<file path="config.mk">
export PLATFORM = sky130hd
export DESIGN_NAME = alu_issue_wb
export DESIGN_NICKNAME = d
export VERILOG_FILES = /design/src/rtl/alu_pkg.sv /design/src/rtl/alu_issue_wb_regfile16.sv /design/src/rtl/alu_issue_wb.sv
export SDC_FILE = /design/constraint.sdc
export NUM_CORES = 1
export LEC_CHECK = 0
export CORE_MARGIN = 2
export CORE_UTILIZATION = 50
export CTS_CLUSTER_SIZE = 12
export DETAILED_ROUTE_END_ITERATION = 10
export PLACE_DENSITY = 0.68
export SLEW_MARGIN = 25
export SYNTH_ARGS = -nofsm -noshare
export SYNTH_HDL_FRONTEND = slang
export SYNTH_HIERARCHICAL = 1
export SYNTH_SLANG_ARGS = --single-unit
</file>
<file path="constraint.sdc">
create_clock -name clk -period 2.7 [get_ports clk]
set_input_delay 0.675 -clock clk [delete_from_list [all_inputs] [get_ports clk]]
set_output_delay 0.675 -clock clk [all_outputs]
set_load 0.03 [all_outputs]
</file>
<file path="src/rtl/alu_pkg.sv">
// Shared definitions for the ALU issue/writeback sequencer: FSM state
// encoding, opcode/extension constants and the instruction decode tables
// (register vs immediate form, immediate extension, writeback and PSR
// enables).
package alu_pkg;

  typedef enum logic [1:0] {
    ST_IDLE   = 2'd0,
    ST_DECODE = 2'd1,
    ST_EXEC   = 2'd2,
    ST_WB     = 2'd3
  } state_t;

  // Primary opcodes (instr[15:12])
  localparam logic [3:0] OP_REG   = 4'h0;
  localparam logic [3:0] OP_ADDI  = 4'h5;
  localparam logic [3:0] OP_ADDUI = 4'h6;
  localparam logic [3:0] OP_OP7   = 4'h7;
  localparam logic [3:0] OP_OP8   = 4'h8;
  localparam logic [3:0] OP_SUBI  = 4'h9;
  localparam logic [3:0] OP_REGA  = 4'hA;
  localparam logic [3:0] OP_CMPI  = 4'hB;
  localparam logic [3:0] OP_MOVI  = 4'hD;
  localparam logic [3:0] OP_OPE   = 4'hE;

  // Extension codes (instr[7:4]) used by the decode tables
  localparam logic [3:0] EXT_NOP  = 4'h0;
  localparam logic [3:0] EXT_CMPU = 4'h2;
  localparam logic [3:0] EXT_OP84 = 4'h4;
  localparam logic [3:0] EXT_CMP  = 4'hB;
  localparam logic [3:0] EXT_MOV  = 4'hD;

  function automatic logic is_reg_form(input logic [3:0] op, input logic [3:0] ext);
    return (op == OP_REG) || (op == OP_REGA) || ((op == OP_OP8) && (ext == EXT_OP84));
  endfunction

  // Sign-extend for the signed-immediate ops, zero-extend everything else.
  function automatic logic [15:0] ext_imm(input logic [3:0] op, input logic [7:0] imm8);
    logic sext;
    sext = (op == OP_ADDI) || (op == OP_OP7) || (op == OP_SUBI) ||
           (op == OP_CMPI) || (op == OP_MOVI);
    return sext ? {{8{imm8[7]}}, imm8} : {8'h00, imm8};
  endfunction

  function automatic logic is_mov(input logic [3:0] op, input logic [3:0] ext);
    return (op == OP_REG) && (ext == EXT_MOV);
  endfunction

  function automatic logic is_nop(input logic [3:0] op, input logic [3:0] ext);
    return (op == OP_REG) && (ext == EXT_NOP);
  endfunction

  // Compares and NOP leave the register file untouched.
  function automatic logic no_writeback(input logic [3:0] op, input logic [3:0] ext);
    return ((op == OP_REG) && (ext == EXT_CMP)) || (op == OP_CMPI) ||
           ((op == OP_REGA) && (ext == EXT_CMPU)) || is_nop(op, ext);
  endfunction

endpackage

</file>
<file path="src/rtl/alu_issue_wb_regfile16.sv">
// regfile16: 16 x 16-bit register file.
// Ports:
//   clk, reset_n        clock, async active-low reset (clears all registers)
//   we, waddr, wdata    synchronous write port
//   raddr_a / rdata_a   combinational operand read port (rd)
//   raddr_b / rdata_b   combinational operand read port (rs)
//   dbg_addr / dbg_data combinational debug read port
module regfile16 (
  input  logic        clk,
  input  logic        reset_n,
  input  logic        we,
  input  logic [3:0]  waddr,
  input  logic [15:0] wdata,
  input  logic [3:0]  raddr_a,
  output logic [15:0] rdata_a,
  input  logic [3:0]  raddr_b,
  output logic [15:0] rdata_b,
  input  logic [3:0]  dbg_addr,
  output logic [15:0] dbg_data
);

  logic [15:0] regs [16];

  always_ff @(posedge clk or negedge reset_n) begin
    if (!reset_n) begin
      for (int unsigned i = 0; i < 16; i++) regs[i] <= '0;
    end else if (we) begin
      regs[waddr] <= wdata;
    end
  end

  assign rdata_a  = regs[raddr_a];
  assign rdata_b  = regs[raddr_b];
  assign dbg_data = regs[dbg_addr];

endmodule

</file>
<file path="src/rtl/alu_issue_wb.sv">
// alu_issue_wb: four-state sequencer (IDLE -> DECODE -> EXEC -> WB) between
// an instruction source and an external combinational ALU. Decodes the
// captured instruction, reads operands from regfile16, drives registered ALU
// operands, captures the ALU result/flags and writes back R[rd] and psr.
// Ports:
//   clk, reset_n                  clock, async active-low reset
//   instr, instr_valid/ready      instruction handshake (ready only in IDLE)
//   alu_A, alu_B                  registered ALU operands
//   alu_opcode, alu_opext         registered ALU op/ext
//   alu_S, alu_CLFZN              ALU result and flags {C,L,F,Z,N}
//   psr                           latched flags
//   done                          high for the WB cycle
//   dbg_addr / dbg_data           combinational register-file debug read
module alu_issue_wb
  import alu_pkg::*;
(
  input  logic        clk,
  input  logic        reset_n,
  input  logic [15:0] instr,
  input  logic        instr_valid,
  output logic        instr_ready,
  output logic [15:0] alu_A,
  output logic [15:0] alu_B,
  output logic [3:0]  alu_opcode,
  output logic [3:0]  alu_opext,
  input  logic [15:0] alu_S,
  input  logic [4:0]  alu_CLFZN,
  output logic [4:0]  psr,
  output logic        done,
  input  logic [3:0]  dbg_addr,
  output logic [15:0] dbg_data
);

  state_t      state, state_next;
  logic [15:0] instr_q;
  logic [3:0]  op, rd, ext, rs;
  logic [15:0] imm, rd_val, rs_val, a_next, b_next;
  logic [15:0] res_q;
  logic [4:0]  flags_q;
  logic        accept, wr_en;

  assign op  = instr_q[15:12];
  assign rd  = instr_q[11:8];
  assign ext = instr_q[7:4];
  assign rs  = instr_q[3:0];
  assign imm = ext_imm(op, instr_q[7:0]);

  assign accept = instr_valid && instr_ready;
  // Write lands on the WB->IDLE edge, so a reset during WB still aborts it.
  assign wr_en  = (state == ST_WB) && !no_writeback(op, ext);

  regfile16 u_rf (
    .clk      (clk),
    .reset_n  (reset_n),
    .we       (wr_en),
    .waddr    (rd),
    .wdata    (res_q),
    .raddr_a  (rd),
    .rdata_a  (rd_val),
    .raddr_b  (rs),
    .rdata_b  (rs_val),
    .dbg_addr (dbg_addr),
    .dbg_data (dbg_data)
  );

  always_ff @(posedge clk or negedge reset_n) begin
    if (!reset_n) state <= ST_IDLE;
    else          state <= state_next;
  end

  always_comb begin
    state_next  = state;
    instr_ready = 1'b0;
    done        = 1'b0;
    case (state)
      ST_IDLE: begin
        instr_ready = 1'b1;
        if (instr_valid) state_next = ST_DECODE;
      end
      ST_DECODE: state_next = ST_EXEC;
      ST_EXEC:   state_next = ST_WB;
      ST_WB: begin
        done       = 1'b1;
        state_next = ST_IDLE;
      end
      default: state_next = ST_IDLE;
    endcase
  end

  always_comb begin
    a_next = rd_val;
    b_next = is_reg_form(op, ext) ? rs_val : imm;
    if (is_mov(op, ext)) a_next = rs_val;
    if (op == OP_MOVI)   a_next = imm;
  end

  always_ff @(posedge clk or negedge reset_n) begin
    if (!reset_n) begin
      instr_q    <= '0;
      alu_A      <= '0;
      alu_B      <= '0;
      alu_opcode <= '0;
      alu_opext  <= '0;
      res_q      <= '0;
      flags_q    <= '0;
      psr        <= '0;
    end else begin
      if (accept) instr_q <= instr;
      if (state == ST_DECODE) begin
        alu_A      <= a_next;
        alu_B      <= b_next;
        alu_opcode <= op;
        alu_opext  <= ext;
      end
      if (state == ST_EXEC) begin
        res_q   <= alu_S;
        flags_q <= alu_CLFZN;
      end
      if ((state == ST_WB) && !is_nop(op, ext)) psr <= flags_q;
    end
  end

endmodule

</file>
# After elaboration in Yosys (flattened, before gate mapping)
# Index checks and enable logic that the tools add are counted.
dict set report totals {
  word_cells 90
  register_bits 340
  out_inout_bits 63
}
dict set report classes {
  n_eq_ne 15
  n_reduce_logical 23
  magnitude_cmp 4
  bitwise 3
  muxes 20
}
# cell n
set op_table {}
lappend op_table {{bitwise mux 256 bit} 1}
lappend op_table {{binary-select mux 16 bit (select 4 bit)} 3}
lappend op_table {{two-way mux 16 bit} 11}
lappend op_table {{demux 16 bit (select 4 bit)} 1}
lappend op_table {{equality test 4 bit, second input constant} 7}
lappend op_table {{greater-or-equal comparator 5 bit, second input constant} 3}
lappend op_table {{NOT 4 -> 5 bit} 3}
lappend op_table {{equality test 4 x 3 -> 1 bit, second input constant} 3}
lappend op_table {{logical AND 1 bit} 9}
lappend op_table {{logical OR 1 bit} 9}
lappend op_table {{logical NOT 4 bit} 2}
lappend op_table {{one-hot mux 2 bit (4 select lines)} 1}
lappend op_table {{< comparator 5 x 1 -> 1 bit, second input constant} 1}
lappend op_table {{equality test 2 bit, second input constant} 2}
lappend op_table {{equality test 4 x 2 -> 1 bit, second input constant} 1}
lappend op_table {{equality test 2 x 1 -> 1 bit, second input constant} 1}
lappend op_table {{logical NOT 1 bit} 2}
lappend op_table {{logical NOT 2 bit} 1}
lappend op_table {{two-way mux 1 bit} 2}
lappend op_table {{two-way mux 2 bit} 1}
lappend op_table {{!= test 2 bit, second input constant} 1}

# Longest topological paths before layout
# Gate-level depths: netlist of the first run.
dict set report depth {
  word_depth 7
  depth_mapped 10
  mapped_depth_nobuf 7
}

# Cells and area by module
# Netlist of the first run, hierarchy kept.
# module n_inst seq_area_each_um2 area_each_um2 cells_each
set by_module_without_submodules {}
lappend by_module_without_submodules {regfile16 1 6406.1 15162.0 985}
lappend by_module_without_submodules {alu_issue_wb 1 2102.0 3643.5 300}

# Worst setup path after synthesis of the first run
# OpenSTA, ideal clock, no wires.
dict set report synth_path {
  kind {input-to-output}
  start {input port dbg_addr[0]}
  end {output port dbg_data[0]}
  t_arrival_ns 2.101
  stages 5
  setup_slack_ns -0.076
  required_ns 2.025
  path_cell_list {buf_2 > buf_2 > mux4_2 > a22oi_1 > nand2_1}
}
dict set report synth_between {
  elab_chain_cells 4
}
# item line
set synth_lines {}
lappend synth_lines {{start, declared} alu_issue_wb.sv:30} ;# input logic [3:0] dbg_addr,
lappend synth_lines {{NOT 4 -> 5 bit (not written as such)} alu_issue_wb_regfile16.sv:34} ;# assign dbg_data = regs[dbg_addr];
lappend synth_lines {{binary-select mux 16 bit (select 4 bit)} alu_issue_wb_regfile16.sv:34}
lappend synth_lines {{two-way mux 16 bit (not written as such) (2 in a row)} alu_issue_wb_regfile16.sv:34}
lappend synth_lines {{end, declared} alu_issue_wb.sv:31} ;# output logic [15:0] dbg_data
# No other way between the ends. The select of a mux whose other input is x is not followed.

# Worst setup path in the final report of the first run
dict set report layout_path {
  start {input port dbg_addr[0]}
  end {output port dbg_data[3]}
}
# Same word-level chain as after synthesis.

==> flow_summary.yaml, run 1 <==
timing:
  timing.fmax_mhz: 352
  worst_hold_slack_ps: 492
  setup_viol: 15
  worst_pin_slew_ps: 676
  setup_ws_ps: -144
  setup-tns-final_ps: -919
  rsz0062_at_grt: "yes"
  slew_viol_final: 0
  min_period_ps: 2840
  finClkSkew_ps: 24.5
  hold_violations: 0
  post-route-period-util_pct: 105
  slew_headroom_pct: 54.7
routing:
  drt-vias-per-instance: 6.74
  drt-initial-drc-count: 1588
  first_pass_iters: 5
  routed_wirelength_um: 55600
  drc: 0
  vias: 12973
  routedWlPerCell_um: 28.9
  drtAntennaViolNets: 0
setup_path:
  crit_chain: "buf_12 -> buf_12 -> buf_8 -> buf_12 -> mux4_2 -> a22oi_2 -> nand2_2 -> buf_12"
  critPathRequiredTime_ps: 2030
  cp_top_family: "buffers and inverters"
  rr_endpoint: "u_rf/regs[127]"
  crit_buf_inv: 5
  cp-endpoint: "dbg_data[3]"
  cp-start-kind: "input pin"
  rrSetupSlack_ps: 100
  cp-end-kind: "primary output"
  path_depth: 8
  cp-startpoint: "dbg_addr[0]"
  critPathMaxFanout: 6
  crit_top_cell: "buf_12"
  r2r_start: "instr_q[12]"
  rr_worst_depth: 8
  cp_slowest_cell: "mux4_2"
  arrival_ps: 2170
  slowest_delay_ps: 510
  crit_type: "in2out"
floorplanning:
  die_area_mm2: 0.0392
  core_mm2: 0.0373
  die_w_um: 198
  row_count: 71
  start_util_pct: 50.4
  io_pins: 107
  die_h_um: 198
pwr:
  ir_drop_v: 0.000722
  p_leak_nw: 9.82
  powerDensity_mw_per_mm2: 1290
yosys:
  syn-instance-count: 1285
  post_synth_instance_area_mm2: 0.0188
  synth_async_sr_flop_share_pct: 100
  yosysUniqueCellTypes: 45
  synth_ff_type: "dfrtp_1"
  synth_fp_nets: 1333
  yosysWarnings: 6
  ys_ff_latch: 340
  synth.avg_cell_area_um2: 14.6
  synth_enable_flop_cells: 0
  seq_area_frac_synth_pct: 45.2
final_layout:
  mostFrequentLayoutCell: "dfrtp_1"
  nets: 1472
  layout_common_cells: "dfrtp_1, mux2_2, mux4_2"
  diodes: 0
  drive_gt1_share_pct: 48.6
  syn_to_final_growth_pct: 22.6
  fillers: 2793
  fin_util_pct: 61.8
place:
  io_buffers: 106
  place_congestion: 0.844
  hpwl_um: 35400
hold_path:
  hold_path.class: "reg2reg"
  holdPathStages: 1
outcome:
  status: "finished with violations"
  violations: "negative setup slack"
clock_network:
  root_buffer: "clkbuf_16"
  clockBufferDepth: 3
  cts_tree: "done"
  cts-htree-levels: 2
  clkSinkCount: 340
  cts_made_buffers: 39
  insertion_delay_ps: 560
  clk_pin_slew_ps: 60
global_routing:
  antenna_found_initial: 0
  overflow: 0
  grt_pass1_wl_um: 83900
  grt_max_degree: 86
  grt_use_total_pct: 29.5
  grt_pass1_vias: 13208
flow_run:
  cap_violations: 0
==> Yosys cell counts, drive strengths merged (12+ instances only) <==
cell	count	share of area, %
dfrtp	340	45
mux2	305	18
mux4	192	23
a22oi	99	4.0
clkbuf	65	1.3
nand2	62	1.2
buf	54	1.5
nor2	40	0.85
a21oi	17	0.47
o22ai	17	0.57
inv	14	0.28
mux2i	12	0.64
==> final cells by class <==
| cell class | instances | area [um2] | share of cell area [%] |
|---|---|---|---|
| Sequential cell | 340 | 8520 | 36.9 |
| Multi-Input combinational cell | 812 | 9960 | 43.2 |
| Inverter | 14 | 52.6 | 0.228 |
| Tap cell | 474 | 593 | 2.57 |
| Timing Repair Buffer | 217 | 2650 | 11.5 |
| Clock inverter | 10 | 133 | 0.575 |
| Clock buffer | 57 | 1150 | 5.00 |
==> how the worst min path moves through the flow <==
stage / start / endpoint / slack, ps
floorplan: reset_n / alu_A[0] / 380
global placement: psr[2] / psr[2] / 480
detailed placement: flags_q[2] / psr[2] / 470
CTS: flags_q[2] / psr[2] / 500
global route: alu_opcode[0] / alu_opcode[0] / 530
finish: flags_q[2] / psr[2] / 490
==> per-layer routing <==
metal  global-route usage, %  wire, um  vias to the layer above
met1                    40.5     22600                     6821
met3                    6.11      4520                      150
met5                       0         0                        -
met2                    45.9     26100                      690
met4                    12.5      2390                        0
li1                        -         -                     5312
==> flip-flops by register name, summed over array words and instances, names as in the netlist <==
name / flops
psr: 5
flags_q: 5
alu_B: 16
u_rf/regs: 256
instr_q: 16
res_q: 16
state: 2
alu_A: 16
alu_opcode: 4
alu_opext: 4
==> timing repair <==
| item | 4_1_cts | 5_1_grt |
|---|---|---|
| resized for setup | 52 | 16 |
| cloned | 5 | 0 |
| buffers inserted | 6 | 4 |
| endpoints found under the setup margin | 17 | 43 |
| hold buffers | 1 | 0 |
| hold endpoints to repair | 21 | 0 |
| pin swaps | 23 | 14 |
==> report_power, final <==
| part | total [W] | internal [W] | switching, W |
|---|---|---|---|
| clock | 0.00537 | 0.00324 | 0.00214 |
| combinational | 0.0142 | 0.00762 | 0.00660 |
| sequential | 0.0102 | 0.00748 | 0.00277 |
| total | 0.0298 | 0.0183 | 0.0115 |
==> cell families after synthesis <==
family | after synthesis | share of synthesized area (%)
mux | 509 | 41.9
flops | 340 | 45.2
buf+inv | 133 | 3.05
fa+ha+maj | 4 | 0.266
simple gates | 138 | 3.41
compound gates | 161 | 6.14
==> metrics by stage <==
step	std cells	total power (W)	setup slack (ps)	area [um2]
2_1_floorplan	1285	0.0189	1.43	18800
3_3_place_gp	1846	0.0237	-238	21300
3_5_place_dp	1846	0.0241	-199	21300
4_1_cts	1924	0.0297	-117	23000
5_1_grt	1924	0.0313	-157	23100
6_report	1924	0.0298	-144	23100
(Power assumes the default switching activity.)
==> inputs of run 2 (changes only) <==
- ABC_AREA: default -> 1
==> run 2 against run 1 <==
The run now ends clean. Utilization decreased by 3.3 points. Final cell count is 98% higher. Design area up 6.2%. Setup slack better by 180 ps. Clock skew increased by 7.2 ps. Critical path depth decreased by 2. Register-to-register slack better by 170 ps. Global-route usage is 7.6 points higher. Critical endpoint is now dbg_data[5]. Highest routed layer unchanged.
==> flow_summary.yaml, run 2 <==
floorplanning:
  core_mm2: 0.0419
  die_w_um: 210
  row_count: 75
  die_area_mm2: 0.0440
  die_h_um: 210
  start_util_pct: 50.6
  io_pins: 107
clock_network:
  clkSinkCount: 340
  cts-htree-levels: 2
  clockBufferDepth: 3
  cts_made_buffers: 39
  cts_tree: "done"
  root_buffer: "clkbuf_16"
  insertion_delay_ps: 590
  clk_pin_slew_ps: 60
final_layout:
  mostFrequentLayoutCell: "nand2_1"
  diodes: 0
  stdcell_area_mm2: 0.0245
  drive_gt1_share_pct: 7.75
  nets: 3298
  largest_register: "u_rf/regs"
  fin_cells: 3818
  largest_register_ffs: 256
  layout_common_cells: "nand2_1, nand3_1, dfrtp_1"
  syn_to_final_growth_pct: 15.7
setup_path:
  arrival_ps: 1990
  crit_chain: "clkdlybuf4s50_1 -> inv_1 -> buf_12 -> nand3_1 -> nand2_1 -> buf_12"
  cp-start-kind: "input pin"
  cp-end-kind: "primary output"
  critPathMaxFanout: 16
  slowest_delay_ps: 540
  crit_type: "in2out"
  cp_slowest_cell: "clkdlybuf4s50_1"
  critPathRequiredTime_ps: 2030
  crit_top_cell: "buf_12"
timing:
  post-route-period-util_pct: 98.5
  hold_violations: 0
  rsz0062_at_grt: "no"
  slew_viol_final: 0
  worst_pin_slew_ps: 738
  finClkSkew_ps: 31.7
  setup_viol: 0
  min_period_ps: 2660
  timing.fmax_mhz: 376
  slew_headroom_pct: 50.8
routing:
  routed_wirelength_um: 80700
  routedWlPerCell_um: 21.1
  vias: 22529
  first_pass_iters: 8
  drc: 0
  drt-vias-per-instance: 5.90
  drtAntennaViolNets: 0
  drt-initial-drc-count: 3065
place:
  hpwl_um: 51500
  io_buffers: 106
  place_congestion: 0.949
  dp_cells: 3748
  placed_cell_area_mm2: 0.0232
global_routing:
  grt_pass1_vias: 21365
  grt_max_degree: 112
  grt_pass1_wl_um: 125000
  grtUsageMet2_pct: 55.7
  overflow: 0
  antenna_found_initial: 0
  busiest_layer: "met2"
  grt.met1_usage_pct: 48.8
  grtUsageMet3_pct: 8.29
  grt_use_total_pct: 37.0
yosys:
  yosysWarnings: 6
  synthMostInstantiatedCell: "nand2_1"
  seq_area_frac_synth_pct: 40.2
  yosysUniqueCellTypes: 27
  synth.avg_cell_area_um2: 6.56
  synth_top_area_share_pct: 40.2
  synth_async_sr_flop_share_pct: 100
  synth_common_cells: "nand2_1, nand3_1, dfrtp_1"
  post_synth_instance_area_mm2: 0.0212
  yosys.area.top_type: "dfrtp_1"
  synth_enable_flop_cells: 0
  ys_top_cells_by_area: "dfrtp_1, nand2_1, nand3_1"
  syn-instance-count: 3227
  synth_ff_type: "dfrtp_1"
  ys_ff_latch: 340
  synth_fp_nets: 3275
hold_path:
  hold_path.class: "in2async"
pwr:
  p_leak_nw: 12.7
  powerDensity_mw_per_mm2: 1290
  ir_drop_v: 0.000756
flow_run:
  cap_violations: 0
outcome:
  status: "finished clean"
-- run 2: cell types whose count changed in the layout (fill, tap and decap cells not counted), moves of 16 or more --
cell	change
nand3_1	+727
o22ai_1	-17
nand2_1	+1127
a22oi_1	-69
inv_1	+318
o21ai_0	+269
mux2_2	-234
mux2_1	-51
mux4_2	-192
a22oi_2	-30
a21oi_1	+16
-- run 2: where the power goes --
part,switching [W],total [W],internal [W],leakage (nW)
Clock,0.00225,0.00534,0.00309,0.632
Sequential,0.00138,0.00850,0.00712,4.36
Combinational,0.0122,0.0179,0.00561,7.74
Total,0.0159,0.0317,0.0158,12.7
-- run 2: final timing paths --
| kind | end | slack (ps) | cells after the start | startpoint |
|---|---|---|---|---|
| max in group asynchronous | u_rf/regs[215] | 1820 | 2 | reset_n |
| worst min register to register | alu_B[6] | 480 | 2 | alu_B[6] |
| worst min-delay path | u_rf/regs[179] | 130 | 1 | reset_n |
| min in group clk | alu_B[6] | 480 | 2 | alu_B[6] |
| worst max register to register | u_rf/regs[198] | 270 | 12 | instr_q[12] |
| worst max-delay path | dbg_data[5] | 40 | 6 | dbg_addr[3] |
-- run 2: repair_timing --
item,4_1_cts,5_1_grt
endpoints found under the setup margin,17,11
hold buffers,0,0
resized for setup,4,5
buffers inserted,0,0
-- run 2: area by class of cell --
type | instances | area (um2)
multi-input combinational | 2310 | 10300
inverter | 343 | 1290
clock inverter | 11 | 95.1
fill | 3950 | 17400
timing repair buffer | 216 | 2440
clock buffer | 59 | 1170
sequential | 340 | 8520
tap | 539 | 674
-- run 2: worst max-delay path, delay by kind of cell --
| family | cells | cell delay, ps |
|---|---|---|
| buffers and inverters | 4 | 1030 |
| and+or+nand+nor | 2 | 270 |
-- run 2: metal layers --
layer	vias to the layer above	routed length, um
met5	-	0
met4	0	5440
met3	332	8920
met2	1409	34400
met1	10494	31900
li1	10294	-
-- run 2: metrics by stage --
step           hold slack (ps)  total power (W)  setup TNS [ps]  util (%)  setup slack [ps]
2_1_floorplan              379           0.0196               0         -               457
3_3_place_gp               465           0.0255           -1910      55.4              -168
3_5_place_dp               468           0.0259           -1790      55.4              -151
4_1_cts                    148           0.0313               0      58.5              31.1
5_1_grt                    175           0.0339               0      58.5              2.69
6_report                   131           0.0317               0      58.5              39.3
-- run 2: kinds of logic after synthesis --
| family | Yosys count | synth area share (%) |
|---|---|---|
| adders and majority gates | 4 | 0.236 |
| and+or+nand+nor | 1971 | 39.8 |
| buffers and inverters | 577 | 11.2 |
| muxes | 20 | 1.06 |
| AOI/OAI and AO/OA | 315 | 7.45 |
| DFF | 340 | 40.2 |
